--- src/rtl/req_ack_pkg.sv ---
// Shared definitions for the request/acknowledge responder:
// the handshake FSM state encoding and default widths.
package req_ack_pkg;

    localparam int DEF_DATA_W    = 8;
    localparam int DEF_HS_CNT_W  = 16;
    localparam int DEF_ERR_CNT_W = 8;

    typedef enum logic [1:0] {
        IDLE = 2'd0,
        WAIT = 2'd1,
        ACK  = 2'd2
    } state_t;

endpackage

--- src/rtl/req_ack_edge_det.sv ---
// Previous-value register with rise/fall pulses.
// The register clears on reset, so a high input right after reset reads as a rise.
module req_ack_edge_det (
    input  logic clk,
    input  logic rst,
    input  logic in,
    output logic rise,
    output logic fall
);

    logic prev_q;

    always_ff @(posedge clk) begin
        if (rst) begin
            prev_q <= 1'b0;
        end else begin
            prev_q <= in;
        end
    end

    assign rise = in & ~prev_q;
    assign fall = ~in & prev_q;

endmodule

--- src/rtl/req_ack_responder.sv ---
// Responds to a one-cycle req pulse with a one-cycle ack two cycles later,
// echoing the captured payload; counts handshakes and protocol violations.
//
// Handshake: req is a single-cycle pulse with req_data valid in that cycle;
// ack is a single-cycle pulse exactly two cycles later with ack_data valid only
// while ack=1. A req held high into the following cycle, or a new req rise
// during the ack cycle, is a protocol violation and is logged, not acked.
module req_ack_responder
    import req_ack_pkg::*;
#(
    parameter int DATA_W    = DEF_DATA_W,
    parameter int HS_CNT_W  = DEF_HS_CNT_W,
    parameter int ERR_CNT_W = DEF_ERR_CNT_W
) (
    input  logic                 clk,
    input  logic                 rst,
    input  logic                 req,
    input  logic [DATA_W-1:0]    req_data,
    output logic                 ack,
    output logic [DATA_W-1:0]    ack_data,
    output logic                 busy,
    output logic                 err,
    input  logic                 err_clr,
    output logic [HS_CNT_W-1:0]  hs_count,
    output logic [ERR_CNT_W-1:0] err_count,
    output state_t               dbg_state
);

    state_t                 state_q, state_d;
    logic [DATA_W-1:0]      data_q, data_d;
    logic [HS_CNT_W-1:0]    hs_q, hs_d;
    logic [ERR_CNT_W-1:0]   errc_q, errc_d;
    logic                   err_q, err_d;
    logic                   viol;
    logic                   req_rise;
    logic                   req_fall;

    req_ack_edge_det u_edge (
        .clk  (clk),
        .rst  (rst),
        .in   (req),
        .rise (req_rise),
        .fall (req_fall)
    );

    // WAIT is only entered on a rise, so req=0 there is exactly a fall.
    always_comb begin
        state_d = state_q;
        data_d  = data_q;
        hs_d    = hs_q;
        viol    = 1'b0;
        case (state_q)
            IDLE: begin
                if (req_rise) begin
                    data_d  = req_data;
                    state_d = WAIT;
                end
            end
            WAIT: begin
                if (req_fall) begin
                    state_d = ACK;
                end else begin
                    viol    = 1'b1;
                    data_d  = '0;
                    state_d = IDLE;
                end
            end
            ACK: begin
                state_d = IDLE;
                if (hs_q != '1) begin
                    hs_d = hs_q + 1'b1;
                end
                if (req_rise) begin
                    viol = 1'b1;
                end
            end
            default: begin
                state_d = IDLE;
            end
        endcase
    end

    // A violation in the same cycle as err_clr wins and restarts the count at one.
    always_comb begin
        err_d  = err_q;
        errc_d = errc_q;
        if (viol) begin
            err_d = 1'b1;
            if (err_clr) begin
                errc_d = ERR_CNT_W'(1);
            end else if (errc_q != '1) begin
                errc_d = errc_q + 1'b1;
            end
        end else if (err_clr) begin
            err_d  = 1'b0;
            errc_d = '0;
        end
    end

    always_ff @(posedge clk) begin
        if (rst) begin
            state_q <= IDLE;
            data_q  <= '0;
            hs_q    <= '0;
            errc_q  <= '0;
            err_q   <= 1'b0;
        end else begin
            state_q <= state_d;
            data_q  <= data_d;
            hs_q    <= hs_d;
            errc_q  <= errc_d;
            err_q   <= err_d;
        end
    end

    assign ack       = (state_q == ACK);
    assign ack_data  = ack ? data_q : '0;
    assign busy      = (state_q == WAIT) || (state_q == ACK);
    assign err       = err_q;
    assign hs_count  = hs_q;
    assign err_count = errc_q;
    assign dbg_state = state_q;

endmodule

--- config.mk ---
export PLATFORM = sky130hd
export DESIGN_NAME = req_ack_responder
export DESIGN_NICKNAME = d
export VERILOG_FILES = /design/src/rtl/req_ack_pkg.sv /design/src/rtl/req_ack_edge_det.sv /design/src/rtl/req_ack_responder.sv
export SDC_FILE = /design/constraint.sdc
export NUM_CORES = 1
export LEC_CHECK = 0
export CORE_AREA = 3 3 67 69
export DETAILED_ROUTE_END_ITERATION = 10
export DIE_AREA = 0 0 70 72
export PLACE_DENSITY_LB_ADDON = 0.05
export SYNTH_ARGS = -nofsm -noshare
export SYNTH_HDL_FRONTEND = slang
export SYNTH_SLANG_ARGS = --single-unit
--- constraint.sdc ---
create_clock -name clk -period 1.9 [get_ports clk]
set_input_delay 0.38 -clock clk [delete_from_list [all_inputs] [get_ports clk]]
set_output_delay 0.38 -clock clk [all_outputs]
set_load 0.01 [all_outputs]
======== Word-level counts from Yosys, hierarchy flattened ========
Cells that the tools add are included.
cells by class
  eq/ne operators ......................... 6
  muxes and demuxes ....................... 16
  reductions and logical operators ........ 8
  bitwise operators ....................... 4
  add/subtract/negate cells ............... 2
operators by type and width
  kind                                            count
  two-way mux 8 bit                               7
  adder 16 x 1 -> 16 bit (second input constant)  1
  inequality test 16 bit (second input constant)  1
  one-hot mux 8 bit (2 select lines)              1
  adder 8 x 1 -> 8 bit (second input constant)    1
  inequality test 8 bit (second input constant)   1
  nonzero test 2 bit                              3
  two-way mux 1 bit                               4
  two-way mux 2 bit                               2
  inequality test 2 bit (second input constant)   2
  one-hot mux 2 bit (2 select lines)              1
  AND reduction 2 bit                             2
  AND reduction 3 bit                             1
  AND 1 bit                                       2
  == test 2 x 1 -> 1 bit (second input constant)  1
  == test 2 bit (second input constant)           1
  logical NOT 2 bit                               1
  inverter 1 bit                                  2
  one-hot mux 1 bit (2 select lines)              1
  logical OR 1 bit                                1
word-level totals
  output and inout port bits .............. 37
  word-level logic and storage cells ...... 42
  bits in registers ....................... 36
  input bits .............................. 12

======== Depth between registers and ports, before layout ========
  depth in word-level cells ............... 6
  mapped depth ............................ 7

======== Hierarchy ========
Synthesis repeated with hierarchy kept, for this count alone.
second synthesis, totals
  cell total of the unflattened synthesis .. 213
  area total of the unflattened synthesis .. 1884.3 µm²
modules (own cells, without submodules)
  module             area an instance (µm²)  seq. area each (µm²)  instances  cells each
  req_ack_responder  1845.5                  700.7                 1          209
  req_ack_edge_det   38.8                    20.0                  1          4

======== Worst setup path after synthesis ========
Ideal clock, no wire load.
  path kind ............................... register to register
  start point ............................. reg state_q[0] (netlist: dbg_state[0])
  end point ............................... reg errc_q[6] (netlist: err_count[6])
  clock period less this slack ............ 1.935 ns
  setup time .............................. 0.086 ns
  data arrival time ....................... 1.849 ns
  required time ........................... 1.814 ns
  slack ................................... -0.035 ns
  stages on the path, launching flop included .. 8
  cells stage by stage .................... dfxtp_1 > inv_1 > ha_1 > and4b_1 > a31oi_1 > buf_2 > nor4_1 > a211oi_1
on the way
  cells in the longest elaborated chain, start to end .. 4
  elaborated cells between the ends (all ways) .. 6
ends and longest elaborated chain
  item                                                            RTL line                  text
  start: declaration                                              req_ack_responder.sv:29   state_t state_q, state_d;
  start signal: assignment                                        req_ack_responder.sv:108  state_q <= state_d;
  == test 2 bit / == test 2 x 1 -> 1 bit (equally long branches)  req_ack_responder.sv:52   case (state_q)
  one-hot mux 1 bit (2 select lines) *                            req_ack_responder.sv:52
  nonzero test 2 bit (no line)                                    -
  AND reduction 2 bit (no line)                                   -
  end signal: assignment                                          req_ack_responder.sv:111  errc_q <= errc_d;
  end: declaration                                                req_ack_responder.sv:32   logic [ERR_CNT_W-1:0] errc_q, errc_d;
Mark *: on every way between the ends. The rest lies on a longest branch, timed or not.
A chain may end at the register's enable or synchronous reset.

======== Worst setup path in the final report ========
  start point ............................. reg state_q[0] (netlist: dbg_state[0])
  end point ............................... out ack_data[6]
on the way
  cells in the longest elaborated chain, start to end .. 2
ends and longest elaborated chain
  item               RTL line                  text
  == test 2 bit      req_ack_responder.sv:116  assign ack = (state_q == ACK);
  two-way mux 8 bit  req_ack_responder.sv:117  assign ack_data = ack ? data_q : '0;
  end: declaration   req_ack_responder.sv:20   output logic [DATA_W-1:0] ack_data,
Every way passes these cells.

==> results.ini <==
[outcome]
status = finished clean

[hold_path]
min-delay-start = err$_SDFFE_PP0P_
hp-class = reg2reg

[yosys]
syn_area_per_cell_sq_um = 8.874
synth_nets = 235
yosysTopAreaCell = dfxtp_1
ys_ff_latch = 36
ys_warn_count = 0
synth_edf_count = 0
ys_async_sr_fraction_pct = 0
yosysUniqueCellTypes = 47
ys_seq_area_share_pct = 37.60
synth_area_leaders = dfxtp_1 38%, nor2b_1 4.9%, mux2i_1 4.7%
synth_cells = 216
yosys.area.top_type_share_pct = 37.60
syn_area_sq_um = 1917
synth_ff_type = dfxtp_1

[timing]
worst_clock_skew_ns = 0.006511
timing.slew.headroom_pct = 64.21
hold_viol = 0
slew_violations = 0
period_needed_ns = 1.835
setup_viol_count_final = 0
tns_ns = 0
tightest_slew_ns = 0.5349
holdWs_ns = 0.4791
period_share_pct = 96.57
max_freq_mhz = 545.0

[clocking]
cts_max_path_buffers = 2
ctsRootBufferMaster = clkbuf_8
clkTransAtPathRegs_ns = 0.08
cts_tree = yes
insertion_delay_ns = 0.29
cts_htree_levels = 2
cts_buffers = 5
cts_sinks = 36
cts_hold_buf = 0

[finish]
num-nets-final = 303
regArea_sq_um = 725.7
multi_input_area_sq_um = 1210
drive_above_1_share_pct = 18.60
diodes = 0
fillers = 341
fin_area_sq_um = 2748
area_growth_pct = 43.34

[setup_path]
worstSetupPathType = reg2out
cp_top_family = buffers and inverters
crit_fanout = 7
reg2reg_from = dbg_state[0]$_SDFFE_PP0P_
arrival_ns = 1.45
path_cells = inv_2, ha_4, buf_4, and2_1, dlygate4sd2_1
cp_slowest_cell = dfxtp_2
max_stage_delay_ns = 0.34
crit_path_end_kind = primary output
required_ns = 1.52
cp-start-kind = flip-flop
cp_num_buf_inv = 3
crit_start = dbg_state[0]$_SDFFE_PP0P_

[detailed_routing]
drc = 0
drt_iter0_markers = 118
viasPerCell = 5.328
wl_per_cell_microns = 13.39
drt_pass1_iterations = 4
num_vias = 1785
routed_wl_mm = 4.484
drtAntennaViolNets = 0

[grt]
grt_max_degree = 36
gr-total-overflow = 0
grt_pass1_vias = 1712
grt_pass1_wl_mm = 7.693
antenna_found_initial = 0
track_usage_pct = 18.66

[place]
gp_congestion = 0.8093
port-buffer-count = 48
postPlaceCellArea_sq_um = 2579
hpwl_mm = 3.102

[power]
power_density_nw_per_um2 = 571.4
vdd_ir_drop_max_v = 0.0002937
p_leak_nw = 1.045

[floorplan]
die_y_microns = 72
io-pin-count = 49
die_x_microns = 70
core-area_sq_um = 3971
start_util_pct = 48.27
dieArea_sq_um = 5040
rows = 23

[job]
maxCapViolations = 0

==> state kept, by name, summed over array words and instances (netlist names) <==
signal,flops
err_count,8
u_edge.prev_q,1
dbg_state,2
err,1
data_q,8
hs_count,16
==> synth_stat cells (2+ instances only) <==
| library cell | number |
|---|---|
| a211oi_1 | 2 |
| a21oi_1 | 12 |
| a31oi_1 | 4 |
| and2_1 | 8 |
| and3_1 | 2 |
| clkbuf_1 | 6 |
| dfxtp_1 | 36 |
| ha_1 | 7 |
| inv_1 | 7 |
| mux2_2 | 2 |
| mux2i_1 | 9 |
| nand2_1 | 12 |
| nand2b_1 | 5 |
| nand3_1 | 10 |
| nand4_1 | 4 |
| nor2_1 | 19 |
| nor2b_1 | 15 |
| nor3_1 | 8 |
| nor4_1 | 3 |
| nor4b_1 | 2 |
| o21ai_0 | 5 |
| o31ai_1 | 5 |
| or2_2 | 2 |
| or3_1 | 5 |
| or4_1 | 4 |
==> area by class of cell <==
type,count,area share (%)
Multi-Input combinational cell,166,44.03
Clock buffer,6,3.005
Sequential cell,36,26.41
Tap cell,50,2.277
Clock inverter,2,0.3643
Inverter,7,0.9563
Timing Repair Buffer,68,22.95
==> per-layer routing <==
metal | global-route usage, % | up-vias | wire, microns | part of all wire [%]
li1 | - | 924 | - | -
met1 | 23.35 | 809 | 2116 | 47
met2 | 31.16 | 45 | 2091 | 47
met3 | 4.986 | 7 | 207 | 4.6
met4 | 6.596 | 0 | 68 | 1.5
met5 | 0 | - | 0 | 0
==> stage by stage <==
stage	power (mW)	utilization [%]	cells	setup WS [ns]
6_report	1.570	69.19	335	0.06508
5_1_grt	1.647	69.19	335	-0.02534
4_1_cts	1.582	68.12	334	0.01844
3_5_place_dp	0.9948	64.93	324	-0.07387
3_3_place_gp	0.9919	64.93	324	-0.06583
2_1_floorplan	0.9127	-	216	-0.006013
==> power breakdown <==
group | switching [mW] | internal [mW]
clock | 0.283 | 0.289
combinational | 0.101 | 0.112
sequential | 0.0110 | 0.774
==> tightest hold or removal path, delay by kind of cell, from the launching register on <==
family / cells / cell delay, ns
flops: 1 / 0.31
simple gates: 1 / 0.06
compound gates: 1 / 0.06
==> worst paths after layout <==
path	to	slack (ns)	cells after the start
worst max register to register	hs_count[11]$_SDFFE_PP0P_	0.07	5
worst min register to register	err$_SDFFE_PP0P_	0.48	2
worst max-delay path	ack_data[6]	0.07	5
worst min-delay path	err$_SDFFE_PP0P_	0.48	2
==> cells by family (layout without fill, tap and decap cells) <==
logic type / after synthesis / count (layout) / synth area share, %
compound gates: 36 / 36 / 13.45
xor+xnor: 1 / 1 / 0.4570
fa+ha+maj: 7 / 7 / 4.569
buf+inv: 14 / 83 / 2.807
flops: 36 / 36 / 37.60
mux: 13 / 13 / 7.245
simple gates: 109 / 109 / 33.88
==> what timing repair did <==
action,4_1_cts,5_1_grt
resized for setup,17,8
pin swaps,1,0
setup buffers,2,1
endpoints found under the hold margin,0,0
endpoints found under the setup margin,15,10
==> cells in the final DEF, fill, tap and decap left out, types with 9 or more instances in the layout <==
cell	n
buf_4	19
nor2_1	19
nor2b_1	15
dfxtp_1	34
mux2i_1	9
nand3_1	10
a21oi_1	11
dlygate4sd2_1	10
clkdlybuf4s50_1	38
nand2_1	12
Note: power is estimated with default switching activity, not from simulation.
